**config.mk**
```make
export PLATFORM = sky130hd
export DESIGN_NAME = dds_param_sequencer
export DESIGN_NICKNAME = d
export VERILOG_FILES = /design/src/rtl/dds_pkg.sv /design/src/rtl/dds_tick_gen.sv /design/src/rtl/dds_param_sequencer.sv
export SDC_FILE = /design/constraint.sdc
export NUM_CORES = 1
export LEC_CHECK = 0
export ABC_AREA = 1
export CAP_MARGIN = 10
export CORE_MARGIN = 4
export CORE_UTILIZATION = 40
export DETAILED_ROUTE_END_ITERATION = 10
export SLEW_MARGIN = 20
export SYNTH_ARGS = -nofsm -noshare
export SYNTH_HDL_FRONTEND = slang
export SYNTH_SLANG_ARGS = --single-unit
```
**constraint.sdc**
```tcl
create_clock -name clk -period 3.2 [get_ports clk]
set_input_delay 0.48 -clock clk [delete_from_list [all_inputs] [get_ports clk]]
set_output_delay 0.48 -clock clk [all_outputs]
set_load 0.01 [all_outputs]
```
**src/rtl/dds_pkg.sv**
```systemverilog
// Shared types and constants for the DDS parameter sequencer.
// Used by the sequencer top and its testbench.
package dds_pkg;

    localparam int FREQ_W_DEF = 24;
    localparam int AMP_W_DEF  = 12;

    typedef enum logic [1:0] {
        IDLE   = 2'd0,
        WAIT_F = 2'd1,
        RAMP_A = 2'd2
    } state_t;

    localparam logic CMD_FREQ = 1'b0;
    localparam logic CMD_AMP  = 1'b1;

endpackage

```
**src/rtl/dds_tick_gen.sv**
```systemverilog
// Update tick source: DDS phase wrap, or a forced tick after a
// stretch of busy cycles with no wrap (covers a stopped accumulator).
module dds_tick_gen #(
    parameter int WRAP_TIMEOUT = 65535
) (
    input  logic clk,
    input  logic rst_n,
    input  logic clear,
    input  logic active,
    input  logic phase_wrap,
    output logic tick
);

    localparam int CW = (WRAP_TIMEOUT > 1) ? $clog2(WRAP_TIMEOUT + 1) : 1;
    localparam logic [CW-1:0] LAST = CW'(WRAP_TIMEOUT - 1);

    logic [CW-1:0] count;
    logic          timeout;

    assign timeout = active && (count == LAST);
    assign tick    = phase_wrap | timeout;

    // Count busy cycles since the last tick or state entry.
    always_ff @(posedge clk or negedge rst_n) begin
        if (!rst_n) begin
            count <= '0;
        end else if (clear || tick) begin
            count <= '0;
        end else if (active) begin
            count <= count + CW'(1);
        end
    end

endmodule

```
**src/rtl/dds_param_sequencer.sv**
```systemverilog
// Glitch-free frequency and click-free amplitude updates for a DDS core.
// Frequency lands on a wrap; amplitude ramps one bounded step per wrap.
module dds_param_sequencer
    import dds_pkg::*;
#(
    parameter int FREQ_W       = FREQ_W_DEF,
    parameter int AMP_W        = AMP_W_DEF,
    parameter int AMP_STEP     = 16,
    parameter int WRAP_TIMEOUT = 65535,
    parameter int AMP_INIT     = 0
) (
    input  logic              clk,
    input  logic              rst_n,
    input  logic              cmd_valid,
    output logic              cmd_ready,
    input  logic              cmd_sel,
    input  logic [FREQ_W-1:0] cmd_data,
    input  logic              phase_wrap,
    output logic [FREQ_W-1:0] freq_word,
    output logic [AMP_W-1:0]  amp_mult,
    output logic              busy,
    output logic              update_done
);

    localparam logic [AMP_W:0]   STEP_X = (AMP_W + 1)'(AMP_STEP);
    localparam logic [AMP_W-1:0] STEP_N = AMP_W'(AMP_STEP);

    state_t            state;
    logic [FREQ_W-1:0] target_f;
    logic [AMP_W-1:0]  target_a;
    logic [AMP_W-1:0]  cmd_amp;
    logic              transfer;
    logic              same;
    logic              start;
    logic              tick;

    logic [AMP_W:0]    amp_x;
    logic [AMP_W:0]    tgt_x;
    logic [AMP_W:0]    up;
    logic [AMP_W-1:0]  dn;
    logic [AMP_W-1:0]  amp_next;

    assign cmd_ready = (state == IDLE);
    assign busy      = !cmd_ready;
    assign transfer  = cmd_valid && cmd_ready;
    assign cmd_amp   = cmd_data[AMP_W-1:0];
    assign same      = (cmd_sel == CMD_AMP) ? (cmd_amp == amp_mult)
                                            : (cmd_data == freq_word);
    assign start     = transfer && !same;

    dds_tick_gen #(
        .WRAP_TIMEOUT(WRAP_TIMEOUT)
    ) u_tick (
        .clk       (clk),
        .rst_n     (rst_n),
        .clear     (start),
        .active    (busy),
        .phase_wrap(phase_wrap),
        .tick      (tick)
    );

    // Next ramp value, one extra bit so the step cannot wrap past the rails.
    always_comb begin
        amp_x = {1'b0, amp_mult};
        tgt_x = {1'b0, target_a};
        up    = amp_x + STEP_X;
        dn    = amp_mult - STEP_N;
        if (amp_x < tgt_x) begin
            amp_next = (up > tgt_x) ? target_a : up[AMP_W-1:0];
        end else begin
            amp_next = (amp_x < tgt_x + STEP_X) ? target_a : dn;
        end
    end

    // Command FSM with registered outputs.
    always_ff @(posedge clk or negedge rst_n) begin
        if (!rst_n) begin
            state       <= IDLE;
            freq_word   <= '0;
            amp_mult    <= AMP_W'(AMP_INIT);
            update_done <= 1'b0;
            target_f    <= '0;
            target_a    <= '0;
        end else begin
            update_done <= 1'b0;
            unique case (state)
                IDLE: begin
                    if (transfer) begin
                        if (cmd_sel == CMD_AMP) begin
                            target_a <= cmd_amp;
                        end else begin
                            target_f <= cmd_data;
                        end
                        if (same) begin
                            update_done <= 1'b1;
                        end else if (cmd_sel == CMD_AMP) begin
                            state <= RAMP_A;
                        end else begin
                            state <= WAIT_F;
                        end
                    end
                end
                WAIT_F: begin
                    if (tick) begin
                        freq_word   <= target_f;
                        update_done <= 1'b1;
                        state       <= IDLE;
                    end
                end
                RAMP_A: begin
                    if (tick) begin
                        amp_mult <= amp_next;
                        if (amp_next == target_a) begin
                            update_done <= 1'b1;
                            state       <= IDLE;
                        end
                    end
                end
                default: state <= IDLE;
            endcase
        end
    end

endmodule

```
* After elaboration in Yosys (flattened, before gate mapping)
Index checks and enable logic that the tools add are counted.
W data, S select, Z words.
** Storage, ports and cells
- Input bits :: 29
- Bits in registers :: 91
- Logic and storage cells :: 59
** Operators by class
- Bitwise operators :: 2
- Magnitude comparators :: 3
- Eq/ne operators :: 12
- Reduce and logical (&&, ||, !) cells :: 12
- Multiplexer cells :: 19
- Add/subtract/negate cells :: 4
** Operators with widths (number)
- $mux W12 :: 3
- $mux W16 :: 2
- $add A12 B5 Y13 const B :: 2
- $eq A12 B12 Y1 :: 2
- $eq A24 B24 Y1 :: 1
- $add A16 B1 Y16 const B :: 1
- $eq A16 B16 Y1 const B :: 1
- $gt A13 B12 Y1 :: 1
- $lt A12 B13 Y1 :: 1
- $lt A12 B12 Y1 :: 1
- $mux W2 :: 6
- $sub A12 B5 Y12 const B :: 1
- $ne A2 B1 Y1 const B :: 4
- $mux W1 :: 6
- $pmux W2 S3 :: 1
- $reduce_and A3 Y1 :: 2
- $reduce_and A5 Y1 :: 1
- $ne A2 B2 Y1 const B :: 2
- $reduce_and A2 Y1 :: 2
- $logic_and A1 B1 Y1 :: 3
- $pmux W1 S3 :: 1
- $eq A2 B1 Y1 const B :: 1
- $eq A2 B2 Y1 const B :: 1
- $logic_not A1 Y1 :: 2
- 4 further kinds :: 4

* Depth between registers and ports, before layout
- Word-level depth :: 8
- Mapped depth :: 27

* Modules after synthesis
Synthesis repeated with hierarchy kept, for this count alone.
** Second synthesis, totals
- Cells, all modules :: 848
- Area total of the unflattened synthesis :: 6263.5 um2
** Modules (own cells, without submodules)
- dds_param_sequencer :: cells each 727, seq. area each 1876.8 um2, area each 5280.1 um2, instances 1
- dds_tick_gen :: cells each 121, seq. area each 400.4 um2, area each 983.4 um2, instances 1

* Least setup slack after synthesis
OpenSTA, ideal clock, no wires.
- Path kind :: flip-flop to flip-flop
- Start :: reg amp_mult[6]
- End :: reg state[1]
- Setup time :: 0.117 ns
- Period minus slack after synthesis :: 3.098 ns
- Arrival time :: 2.981 ns
- Cell stages (with the launch flop) :: 27
- Path slack :: 0.102 ns
- Cells stage by stage :: dfrtp_1 > buf_2 > nand3_1 > nor2_1 > nand2_1 > xor2_1 > ha_1 > inv_1 > nor2_2 > nand3_1 > nor2_2 > nand2_1 > nand2_2 > nand2_2 > buf_6 > nand2_1 > nand3_1 > nand2_1 > nand2_1 > nand2_1 > nand2_1 > nor2_1 > nand3_2 > nand2_2 > nand2_1 > nand2_1 > nand2_1
** On the way
- Word-level cells in the longest chain between the ends :: 7
- Elaborated cells on any way between the ends :: 14
** RTL lines
- start, declared :: RTL line dds_param_sequencer.sv:20 : output logic [AMP_W-1:0] amp_mult,
- start signal, assigned :: RTL line dds_param_sequencer.sv:80 : amp_mult <= AMP_W'(AMP_INIT);
- start signal, assigned :: RTL line dds_param_sequencer.sv:112 : amp_mult <= amp_next;
- $add A12 B5 Y13 :: RTL line dds_param_sequencer.sv:66 : up = amp_x + STEP_X;
- $gt A13 B12 Y1 :: RTL line dds_param_sequencer.sv:69 : amp_next = (up > tgt_x) ? target_a : up[AMP_W-1:0];
- $mux W12 :: RTL line dds_param_sequencer.sv:69
- $mux W12 :: RTL line dds_param_sequencer.sv:68 : if (amp_x < tgt_x) begin
- $eq A12 B12 Y1 :: RTL line dds_param_sequencer.sv:113 : if (amp_next == target_a) begin
- $ne A2 B2 Y1 (no source line)
- $reduce_and A5 Y1 (no source line) (*)
- end signal, assigned :: RTL line dds_param_sequencer.sv:78 : state <= IDLE;
- end signal, assigned :: RTL line dds_param_sequencer.sv:115 : state <= IDLE;
- end signal, assigned :: RTL line dds_param_sequencer.sv:119 : default: state <= IDLE;
- end, declared :: RTL line dds_param_sequencer.sv:28 : state_t state;
Mark *: on every way between the ends. The rest lies on a longest branch, timed or not.
A chain may end at the register's enable or synchronous reset.

* Worst setup path in the final report
- Start :: reg target_a[5]
- End :: reg state[1]
** On the way
- Word-level cells in the longest chain between the ends :: 7
- Elaborated cells on any way between the ends :: 10
** RTL lines
- start, declared :: RTL line dds_param_sequencer.sv:30 : logic [AMP_W-1:0] target_a;
- start signal, assigned :: RTL line dds_param_sequencer.sv:90 : target_a <= cmd_amp;
- $add A12 B5 Y13 :: RTL line dds_param_sequencer.sv:71 : amp_next = (amp_x < tgt_x + STEP_X) ? target_a : dn;
- $lt A12 B13 Y1 :: RTL line dds_param_sequencer.sv:71
- $mux W12 :: RTL line dds_param_sequencer.sv:71
- $mux W12 :: RTL line dds_param_sequencer.sv:68
- $eq A12 B12 Y1 (*) :: RTL line dds_param_sequencer.sv:113
- $ne A2 B2 Y1 (no source line) (*)
- $reduce_and A5 Y1 (no source line) (*)
Marked as above.

==> metrics.md <==
| Metric | Value |
|---|---|
| Cell area after layout | `8028 sq um` |
| CP startpoint | `target_a[5]` |
| Post-synth EDFFs | `0` |
| Largest net degree at the start of global routing | `58` |
| Setup CP Type | `flip-flop to flip-flop` |
| CP required | `3.44 ns` |
| CTS Buffer Depth | `2` |
| Crit path arrival time | `roughly 3.4 ns` |
| Core ar. | `15150 sq um` |
| Status | `complete, no violations` |
| Pwr dens | `1211 nW/um^2` |
| Peak Freq | `around 0.32 GHz` |
| GP Congestion | `slightly above 0.9` |
| I/O pin cnt | `just under 70` |
| H-tree depth | `3` |
| DRT antenna net count | `0` |
| Register-to-register setup slack | `0.04 ns` |
| #FFs+latches synth | `91` |
| Final core utilization | `a little over half` |
| Post-Syn Area per Cell | `between 7 and 8 sq um` |
| FF-to-FF path depth | `25` |
| Worst vdd ir | `0.0004629 V` |
| RSZ-0062 raised after global routing | `yes` |
| Placed cell area | `7395 sq um` |
| Starting DRT DRC Count | `490` |
| Overflow after GRT | `0` |
| HP Class | `input port to asynchronous set/reset pin` |
| Chip Width | `132.1 um` |
| IO Port Bufs | `67` |
| Wire per inst | `15.93 um` |
| Post-Syn Area | `6157 sq um` |
| Ant diodes | `0` |
| Die footprint | `17440 sq um` |
| Clk root buf | `clkbuf_16` |
| Final min period | `3.158 ns` |
| Vias in the first global route | `5670` |
| Critical Path End | `state[1]` |
| HPWL Detailed | `~13000 um` |
| Clock skew | `0.006015 ns` |
| Total power | `9.724 mW` |
| Global-route wire length before repair | `29260 um` |
| Total GRT Usage | `20.68%` |
| Row count | `45` |
| Sequential area share after synthesis | `36.98%` |
| Die Y | `132.1 um` |
| Maxcap violations | `0` |
| Final period util | `98.68%` |
| Slew Limit Fails | `0` |
| Clk_lat worst skew | `0.35 ns` |
| DR pass1 iterations | `5` |
| Final hold violations | `0` |
| Crit-path max FO | `8` |
| R2R Path End | `state[1]` |
| Type of origin of the critical path | `flip-flop` |
| TritonCTS Buffers | `9` |
| CTS Hold Buffers Added | `0` |
| Synth cell types | `37` |
| Routed vias/inst | `5.218` |
| Initial antenna violation count | `0` |
| Relative slew slack | `50.26%` |
| Ys async rst share | `100.0%` |
| Vias | `5855` |
| Num Clock Sinks | `91` |
| Area growth, synth to finish | `30.38%` |
| Post-synthesis net count | `863` |
| Mapped Cells | `about 800` |
| DR DRC count | `0` |
| Setup crit end kind | `flip-flop` |
| Proportion of layout cells with a drive suffix above 1 | `17.99%` |
| Setup violations, final | `0` |
| Post-Route WL | `17870 um` |
| Starting density of the core | `between 40% and 50%` |
| Slew @ Worst Pin | `0.7461 ns` |
| Clock transition at path regs | `0.07 ns` |
| CTS tree | `built` |
| Synth Flop Type | `dfrtp_1` |
| Setup Total Neg Slack | `0 ns` |
| Leakage dissipation | `3.889 nW` |
| Nets | `991` |
| Worst r2r src | `target_a[5]` |
| Synth warnings | `0` |
[critical path: stages (launching register included)]
cell and delay, ns:
dfrtp_1 0.39, ha_2 0.20, nand2_2 0.08, nor2_4 0.14, buf_4 0.12, xor2_1 0.14
ha_1 0.26, nand2_1 0.07, inv_1 0.08, a21oi_2 0.19, nor2_4 0.07, nor2_8 0.21
nand2_8 0.12, buf_12 0.14, nand2_4 0.04, nand3_2 0.06, nand2_1 0.10, nand2_1 0.05
nand2_1 0.06, nand2_1 0.06, nor2_2 0.11, nand3_2 0.10, nand2_2 0.09, nand2_1 0.05
nand2_1 0.06, nand2_1 0.04
[metrics by stage]
step | cells | worst slack [ns] | hold WS [ns]
global route | 1122 | -0.2100 | 0.2566
floorplan | 801 | 0.1020 | 0.1844
finish | 1122 | 0.04217 | 0.1888
CTS | 1110 | 0.005448 | 0.2248
detailed placement | 1093 | -0.2714 | 0.4707
global placement | 1093 | -0.2746 | 0.4638
[cell families (layout without fill, tap and decap cells)]
group / after synthesis / after routing / share of synthesized area, %
compound gates: 85 / 85 / 7.682
xor+xnor: 43 / 43 / 6.117
buf+inv: 120 / 252 / 7.986
fa+ha+maj: 33 / 33 / 6.706
simple gates: 403 / 404 / 29.77
flops: 91 / 91 / 36.98
mux: 26 / 26 / 4.755
[placed cells by master, fill, tap and decap left out, types with 3 or more instances in the layout]
cell and count:
nor2_2 9, ha_1 32, buf_4 69, a221oi_1 3
nand4_1 6, inv_1 91, nand2_1 185, nand3_1 103
nand3_2 10, dfrtp_1 91, o31ai_1 4, xnor2_1 14
inv_2 3, xor2_1 29, clkdlybuf4s50_1 66, nand2_4 5
buf_6 3, nor4_1 3, nor2_1 46, o21ai_0 47
nor3_1 11, nor3b_1 4, bufinv_16 3, mux2_2 26
a21oi_1 16, o22ai_1 8, nand2_2 10, nor2_4 3
clkbuf_16 10
[Yosys cell counts (3+ instances only)]
master | count | area (sq um)
nor3b_1 | 4 | 30.03
nor3_1 | 13 | 65.06
buf_6 | 4 | 45.04
nand4_1 | 6 | 37.54
ha_1 | 33 | 412.9
clkbuf_1 | 12 | 45.04
nand3_1 | 106 | 530.5
nand2_1 | 190 | 713.2
nand3_2 | 7 | 70.07
dfrtp_1 | 91 | 2277
nand2_2 | 9 | 56.30
o31ai_1 | 4 | 30.03
nor2_1 | 51 | 191.4
o21ai_0 | 47 | 235.2
mux2_2 | 26 | 292.8
a21oi_1 | 18 | 90.09
xnor2_1 | 14 | 122.6
inv_1 | 92 | 345.3
buf_2 | 9 | 45.04
xor2_1 | 29 | 254.0
a221oi_1 | 3 | 26.28
nor4_1 | 3 | 18.77
nor2_2 | 6 | 37.54
o22ai_1 | 8 | 50.05
[sequential cells by signal (all words and copies together), names as in the netlist]
register	count
state	2
amp_mult	12
u_tick.count	16
freq_word	24
target_f	24
update_done	1
target_a	12
[cell type report]
| class | instances | area [sq um] |
|---|---|---|
| well taps | 188 | 235.2 |
| inverters | 94 | 352.8 |
| repair buffers | 142 | 1292 |
| multi-input cells | 591 | 3518 |
| clock buffers | 10 | 239.0 |
| flip-flops and latches | 91 | 2277 |
| clock inverters | 6 | 112.6 |
| fillers | 1481 | 7118 |
[per-layer routing]
layer	vias up	global-route usage [%]	wire, um
met5	-	0	0
met4	0	5.893	416
met3	27	4.237	1180
met2	180	31.76	7811
met1	2753	29.60	8463
li1	2895	-	-
[worst min-delay path by stage]
stage	startpoint	to	slack (ns)	cells past startpoint
CTS	rst_n	amp_mult[7]	0.22	1
global placement	target_f[17]	target_f[17]	0.46	2
global route	rst_n	state[0]	0.26	1
floorplan	rst_n	amp_mult[0]	0.18	0
detailed placement	target_f[17]	target_f[17]	0.47	2
finish	rst_n	state[0]	0.19	1
[power breakdown]
part / total (mW) / internal (mW) / switching (mW) / leakage [nW]
Sequential: 1.96 / 1.60 / 0.354 / 1.15
Clock: 1.26 / 0.787 / 0.475 / 0.173
Combinational: 6.51 / 2.84 / 3.66 / 2.57
[repair_timing]
item                       in CTS  in global routing
pin swaps                       0                  9
gates cloned                    0                  2
setup endpoints to repair       3                  3
setup buffers                   1                 10
gates resized for setup         6                 31
No activity file was read; power rests on OpenSTA's default activity.
